## config.mk

```make
export PLATFORM = sky130hd
export DESIGN_NAME = pipe_hazard_ctrl
export DESIGN_NICKNAME = d
export VERILOG_FILES = /design/src/rtl/pipe_ctrl_pkg.sv /design/src/rtl/load_use_detect.sv /design/src/rtl/pipe_hazard_ctrl.sv
export SDC_FILE = /design/constraint.sdc
export NUM_CORES = 1
export LEC_CHECK = 0
export CORE_MARGIN = 2
export CORE_UTILIZATION = 30
export CTS_BUF_LIST = sky130_fd_sc_hd__clkbuf_8 sky130_fd_sc_hd__clkbuf_16
export DETAILED_ROUTE_END_ITERATION = 7
export PLACE_DENSITY = 0.68
export SLEW_MARGIN = 25
export SYNTH_ARGS = -nofsm -noshare
export SYNTH_HDL_FRONTEND = slang
export SYNTH_SLANG_ARGS = --single-unit
```

## constraint.sdc

```tcl
create_clock -name clk -period 2.77 [get_ports clk]
set_clock_uncertainty 0.05 [all_clocks]
set_input_delay 0.831 -clock clk [delete_from_list [all_inputs] [get_ports clk]]
set_output_delay 0.831 -clock clk [all_outputs]
set_load 0.01 [all_outputs]
```

## src/rtl/pipe_ctrl_pkg.sv

```systemverilog
// ============================================================================
// pipe_ctrl_pkg : shared types and control-vector encodings for pipe_hazard_ctrl
// Revision      : 1.0
// ============================================================================
`default_nettype none

package pipe_ctrl_pkg;

  localparam int RA_W_DEF = 5;

  typedef enum logic [1:0] {
    ST_RUN    = 2'd0,
    ST_FREEZE = 2'd1,
    ST_DRAIN  = 2'd2
  } state_t;

  // Control vector order: {pc_en, ifid_en, idex_en, exmem_en, ifid_flush, idex_flush}
  localparam logic [5:0] c_CTRL_HOLD     = 6'b000000;
  localparam logic [5:0] c_CTRL_REDIRECT = 6'b111111;
  localparam logic [5:0] c_CTRL_LOAD_USE = 6'b001101;
  localparam logic [5:0] c_CTRL_FETCH_WT = 6'b011110;
  localparam logic [5:0] c_CTRL_STALE    = 6'b111110;
  localparam logic [5:0] c_CTRL_NORMAL   = 6'b111100;

endpackage

`default_nettype wire

```

## src/rtl/load_use_detect.sv

```systemverilog
// ============================================================================
// load_use_detect : flags an ID-stage read of a register a load in EX will write
// Revision        : 1.0
// ============================================================================
`default_nettype none

module load_use_detect
  import pipe_ctrl_pkg::*;
#(
  parameter int RA_W = RA_W_DEF
) (
  input  logic            ex_memread,
  input  logic [RA_W-1:0] ex_rd,
  input  logic [RA_W-1:0] id_rs1,
  input  logic [RA_W-1:0] id_rs2,
  input  logic            id_use_rs1,
  input  logic            id_use_rs2,
  output logic            hazard
);

  logic w_hit_rs1;
  logic w_hit_rs2;

  assign w_hit_rs1 = id_use_rs1 && (id_rs1 == ex_rd);
  assign w_hit_rs2 = id_use_rs2 && (id_rs2 == ex_rd);
  // x0 is hardwired zero, so a load targeting it never creates a dependency
  assign hazard    = ex_memread && (ex_rd != '0) && (w_hit_rs1 || w_hit_rs2);

endmodule

`default_nettype wire

```

## src/rtl/pipe_hazard_ctrl.sv

```systemverilog
// ============================================================================
// pipe_hazard_ctrl : stall/flush sequencing for a 5-stage pipeline
// Optional perf counters with `define PIPE_CTRL_PERF_EN.  Revision : 1.0
// ============================================================================
`default_nettype none

module pipe_hazard_ctrl
  import pipe_ctrl_pkg::*;
#(
  parameter int IMEM_INFLIGHT = 1,
  parameter int RA_W          = RA_W_DEF
) (
  input  logic            clk,
  input  logic            rst,
  input  logic [RA_W-1:0] id_rs1,
  input  logic [RA_W-1:0] id_rs2,
  input  logic            id_use_rs1,
  input  logic            id_use_rs2,
  input  logic            ex_memread,
  input  logic [RA_W-1:0] ex_rd,
  input  logic            ex_br_taken,
  input  logic            imem_valid,
  input  logic            dmem_busy,
  output logic            pc_en,
  output logic            ifid_en,
  output logic            idex_en,
  output logic            exmem_en,
  output logic            ifid_flush,
  output logic            idex_flush
`ifdef PIPE_CTRL_PERF_EN
  ,
  output logic [31:0]     stall_cycles,
  output logic [31:0]     flush_count
`endif
);

  localparam logic [1:0] c_INFLIGHT = 2'(IMEM_INFLIGHT);

  state_t     r_state;
  state_t     w_state_nxt;
  logic       r_br_pend;
  logic       w_br_pend_nxt;
  logic [1:0] r_drain_cnt;
  logic [1:0] w_drain_cnt_nxt;
  logic [5:0] w_ctrl;
  logic       w_load_use;
  logic       w_br;
  logic       w_redirect;

  load_use_detect #(
    .RA_W (RA_W)
  ) u_load_use_detect (
    .ex_memread (ex_memread),
    .ex_rd      (ex_rd),
    .id_rs1     (id_rs1),
    .id_rs2     (id_rs2),
    .id_use_rs1 (id_use_rs1),
    .id_use_rs2 (id_use_rs2),
    .hazard     (w_load_use)
  );

  always_ff @(posedge clk or posedge rst) begin
    if (rst) begin
      r_state     <= ST_RUN;
      r_br_pend   <= 1'b0;
      r_drain_cnt <= 2'd0;
    end else begin
      r_state     <= w_state_nxt;
      r_br_pend   <= w_br_pend_nxt;
      r_drain_cnt <= w_drain_cnt_nxt;
    end
  end

  // A branch captured during a freeze is replayed as if live on the first free cycle
  assign w_br = ex_br_taken | r_br_pend;

  always_comb begin
    w_ctrl          = c_CTRL_NORMAL;
    w_state_nxt     = ST_RUN;
    w_br_pend_nxt   = 1'b0;
    w_drain_cnt_nxt = r_drain_cnt;
    w_redirect      = 1'b0;
    if (dmem_busy) begin
      w_ctrl        = c_CTRL_HOLD;
      w_state_nxt   = ST_FREEZE;
      w_br_pend_nxt = r_br_pend | ex_br_taken;
    end else if (w_br) begin
      w_ctrl          = c_CTRL_REDIRECT;
      w_redirect      = 1'b1;
      w_drain_cnt_nxt = c_INFLIGHT;
      w_state_nxt     = (c_INFLIGHT != 2'd0) ? ST_DRAIN : ST_RUN;
    end else begin
      w_state_nxt = (r_state == ST_DRAIN) ? ST_DRAIN : ST_RUN;
      if (w_load_use) begin
        w_ctrl = c_CTRL_LOAD_USE;
      end else if (!imem_valid) begin
        w_ctrl = c_CTRL_FETCH_WT;
      end else if (r_state == ST_DRAIN) begin
        // Fetch data still belongs to the wrong path: squash it and count it off
        w_ctrl          = c_CTRL_STALE;
        w_drain_cnt_nxt = 2'(r_drain_cnt - 2'd1);
        if (r_drain_cnt <= 2'd1) begin
          w_state_nxt = ST_RUN;
        end
      end
    end
  end

  always_comb begin
    {pc_en, ifid_en, idex_en, exmem_en, ifid_flush, idex_flush} = rst ? c_CTRL_HOLD : w_ctrl;
  end

`ifdef PIPE_CTRL_PERF_EN
  logic [31:0] r_stall_cycles;
  logic [31:0] r_flush_count;

  always_ff @(posedge clk or posedge rst) begin
    if (rst) begin
      r_stall_cycles <= 32'd0;
      r_flush_count  <= 32'd0;
    end else begin
      if (!w_ctrl[5] && (r_stall_cycles != 32'hFFFF_FFFF)) begin
        r_stall_cycles <= r_stall_cycles + 32'd1;
      end
      if (w_redirect && (r_flush_count != 32'hFFFF_FFFF)) begin
        r_flush_count <= r_flush_count + 32'd1;
      end
    end
  end

  assign stall_cycles = r_stall_cycles;
  assign flush_count  = r_flush_count;
`endif

endmodule

`default_nettype wire

```

* Word level (Yosys, flattened, before mapping)
Cells that the tools add are included.
** Operators by class
- Add/sub/neg operators :: 1
- Magnitude comparators :: 1
- Equality and inequality tests :: 4
- Mux-type cells :: 18
- Bitwise operators :: 2
- Reductions and logical operators :: 9
** Operator list (number)
- 2-to-1 mux 6 bit :: 5
- 2-to-1 mux 2 bit :: 12
- equality test 5 bit :: 2
- nonzero test 5 bit :: 1
- logical AND 1 bit :: 4
- AND reduction 4 bit :: 1
- nonzero test 2 bit :: 2
- equality test 2 bit, second input constant :: 1
- <= comparator 2 x 1 -> 1 bit, second input constant :: 1
- != test 2 bit, second input constant :: 1
- subtractor 2 x 1 -> 2 bit, second input constant :: 1
- logical OR 1 bit :: 1
- 2-to-1 mux 1 bit :: 1
- inverter 1 bit :: 1
- bitwise OR 1 bit :: 1
** Word-level totals
- Register bits :: 5
- Bits of input ports :: 23
- Output and inout port bits :: 6
- Logic and storage cells :: 38

* Longest topological paths before layout
- Word-level depth :: 8
- Depth in mapped cells :: 5
- Depth with buffers taken out :: 5

* Hierarchy
From an unflattened synthesis, not the netlist that was laid out.
** Unflattened totals
- Cell total of the unflattened synthesis :: 44
- Area, all modules :: 439.2 µm²
** Modules (own cells, without submodules)
- pipe_hazard_ctrl :: times used 1, cells each 27, area each 305.3 µm², sequential area each 125.1 µm²
- load_use_detect :: times used 1, cells each 17, area each 133.9 µm², sequential area each 0.0 µm²

* Worst setup path before layout
Ideal clock, no wire load.
- Kind :: input -> output
- From :: in ex_rd[1]
- To :: out ifid_flush
- Arrival :: 2026 ps
- Required time :: 1889 ps
- Setup slack :: -137 ps
- Stages :: 4
- Path buffers :: 0
- Cell sequence :: or4_1 o21a_1 and2_4 a221oi_2
** On the way
- Cells in the longest elaborated chain, start to end :: 8
- Elaborated cells between the ends (all ways) :: 12
- Classes of those cells :: eq/ne (2); mux (4); reduce/logical (6)
** Ends and longest elaborated chain
- start, declared :: line pipe_hazard_ctrl.sv:20 : input logic [RA_W-1:0] ex_rd,
- equality test 5 bit (on tied branches) :: line load_use_detect.sv:24, load_use_detect.sv:25
- logical AND 1 bit (on tied branches) :: line load_use_detect.sv:24, load_use_detect.sv:25
- logical OR 1 bit :: line load_use_detect.sv:27 : assign hazard = ex_memread && (ex_rd != '0) && (w_hit_rs1 || w_hit_rs2);
- logical AND 1 bit * :: line load_use_detect.sv:27
- 2-to-1 mux 6 bit * :: line pipe_hazard_ctrl.sv:94 : if (w_load_use) begin
- 2-to-1 mux 6 bit * :: line pipe_hazard_ctrl.sv:87 : end else if (w_br) begin
- 2-to-1 mux 6 bit * :: line pipe_hazard_ctrl.sv:83 : if (dmem_busy) begin
- 2-to-1 mux 6 bit * :: line pipe_hazard_ctrl.sv:110 : {pc_en, ifid_en, idex_en, exmem_en, ifid_flush, idex_flush} = rst ? c_CTRL_HOLD : w_ctrl;
- end, declared :: line pipe_hazard_ctrl.sv:28 : output logic ifid_flush,
Mark *: on every way between the ends. The rest lies on a longest branch, timed or not.

* Worst setup path after layout
- From :: in ex_rd[2]
- To :: out ifid_flush
The elaborated chain is that of the path after synthesis.

==> impl_metrics.ini <==
[synthesis]
yosys_register_bits = 5
synthCells = 51
syn-num-nets = 75
yosys.area.top_type_share = 0.291
postSynthAreaPerCell_um2 = 8.44
synth_ff_type = dfrtp_1
ys_top_cells_by_area = dfrtp_1 29%, xnor2_1 20%, a21oi_1 4.7%
synth_top_area_cell = dfrtp_1
yosysWarnings = 0
synth-edff-count = 0
synth_cell_types = 23
ys_seq_area_frac = 0.291
synthArstFlopShare = 1.00
netlist_area_um2 = 430

[cells_and_area]
fin_util = 0.711
nNetsFinal = 123
fin_cells = 113
area_growth_pct = 118
drive_gt1_frac = 0.459
multi_input_area_um2 = 353
regArea_um2 = 125
fillers = 99
antennaDiodeCount = 0

[detailed_routing]
num_vias = 552
drtPass1Iterations = 4
wl_per_cell_um = 13.2
drt-initial-drc-count = 11
viasPerCell = 4.88
ant_nets = 0
drc_errors = 0
wl_mm = 1.49

[global_routing]
grt_pass1_vias = 563
grt_max_degree = 8
grt_pass1_wl_mm = 2.45
globalRouteTotalUtil = 0.183
grt_overflow = 0
antenna_found_initial = 0

[pwr]
ir_drop_uv = 326
pwr_density_cell_nw_per_um2 = 357
leakage_nw = 0.468

[placed_design]
place_inst = 106
pre_cts_slack_ns = -1.04
place_hpwl_mm = 1.09
gp_congestion = 0.811
numPortBuffers = 28

[floorplan]
initial_utilization = 0.327
io_pins = 29
core_area_um2 = 1320
die_area_um2 = 1750
row_count = 13
die_w_um = 41.9
die_h_um = 41.9

[cts]
cts_buffers = 3
cts.htree.levels = 1
clk_latency_ns = 0.22
root_buffer = clkbuf_8
clk_pin_slew_ns = 0.03
cts_tree = built
ctsHoldBuffers = 0
clock_sinks = 5
clockBufferDepth = 2

[worst_setup_path]
worstSetupStartpointType = primary input
worstPathRequired_ns = 1.89
end_kind = output pin
cp.arrival_ns = 2.22
crit_type = primary input to output pin
cp_max_fo = 4

[sta]
timing.final.crit_share = 1.12
fin_setup_tns_ns = -0.884
fmax_mhz = 322
maxSlewViolCount = 0
slew_headroom = 0.848
rsz0062_at_grt = true
worst_slack_ns = -0.333
setup_viol = 4
worstMarginPinSlew_ns = 0.228
fin_crit_ns = 3.10
final_hold_viol_count = 0

[status]
violations = setup timing
status = complete, but fails checks

[run]
drv_cap = 0

[hold_path]
worstHoldPathType = flop to flop
[worst max-delay path, cell delays in order]
cell,delay (ns)
buf_6,0.09
or4_1,0.52
o21a_1,0.21
and2_4,0.16
a221oi_4,0.24
buf_2,0.16
[cells in the mapped netlist (all sizes together), types with 2 or more instances]
cell,count
xnor2,10
dfrtp,5
nand2,5
a21oi,4
inv,3
o22ai,3
nand3,2
nand4,2
nor2b,2
nor3,2
[worst paths after layout]
check	start	to	slack [ns]	cells past startpoint
worst min register to register	r_drain_cnt[1]$_DFFE_PP0P_	r_drain_cnt[1]$_DFFE_PP0P_	0.47	2
min in group asynchronous	rst	r_br_pend$_DFF_PP0_	0.51	2
worst min-delay path	r_drain_cnt[1]$_DFFE_PP0P_	r_drain_cnt[1]$_DFFE_PP0P_	0.47	2
worst max register to register	r_br_pend$_DFF_PP0_	r_drain_cnt[0]$_DFFE_PP0P_	1.43	6
worst max-delay path	ex_rd[2]	ifid_flush	-0.33	6
max in group asynchronous	rst	r_drain_cnt[0]$_DFFE_PP0P_	1.98	2
[flip-flops by register name, summed over array words and instances, names as in the netlist]
signal       cells
r_drain_cnt      2
r_state          2
r_br_pend        1
[final cells by class]
class,instances,share of cell area
Sequential cell,5,0.134
Clock inverter,1,0.00401
Tap cell,15,0.0200
Timing Repair Buffer,45,0.410
Inverter,3,0.0120
Clock buffer,3,0.0441
Multi-Input combinational cell,41,0.377
[layout by cell type (no fill, tap or decap), types with 3 or more instances in the layout]
master	synthesis	layout
clkdlybuf4s50_1	0	4
buf_4	1	15
dlygate4sd2_1	0	4
buf_6	0	4
clkdlybuf4s15_1	0	5
inv_1	3	3
xnor2_2	0	5
buf_2	0	6
a21oi_1	4	3
xnor2_1	10	5
nand2_1	5	4
clkbuf_8	0	3
dfrtp_1	5	5
dlymetal6s2s_1	0	4
[power breakdown]
part           switching (W)   total, W  internal, W  leakage [nW]
clock              0.0000337   0.000129    0.0000948        0.0269
sequential        0.00000334  0.0000843    0.0000810        0.0603
combinational      0.0000504   0.000122    0.0000714         0.381
[stage by stage]
step	instance area, µm²	total power [W]	hold WS (ns)
6_report	937	0.000335	0.469
5_1_grt	937	0.000358	0.504
4_1_cts	887	0.000329	0.478
3_5_place_dp	835	0.000202	0.471
3_3_place_gp	835	0.000199	0.480
2_1_floorplan	442	0.000133	0.436
[layer usage]
metal  global-route usage  wire [µm]
met4               0.0710         19
met3               0.0826         78
met1                0.222        640
met2                0.281        752
met5                    0          0
[cells by family (layout without fill, tap and decap cells)]
kind of cell | count (synthesis) | after routing | share of synthesized area
and+or+nand+nor | 17 | 17 | 0.209
AOI/OAI and AO/OA | 13 | 13 | 0.215
DFF | 5 | 5 | 0.291
xor gates and xnor gates | 10 | 10 | 0.203
adders and majority gates | 1 | 1 | 0.0291
buffers and inverters | 5 | 52 | 0.0523
[timing repair]
item / in CTS / in global routing
pin swaps: 11 / 15
buffers inserted: 5 / 1
gates cloned: 0 / 0
resized for setup: 53 / 21
setup endpoints to repair: 6 / 5
No activity file was read; power rests on OpenSTA's default activity.
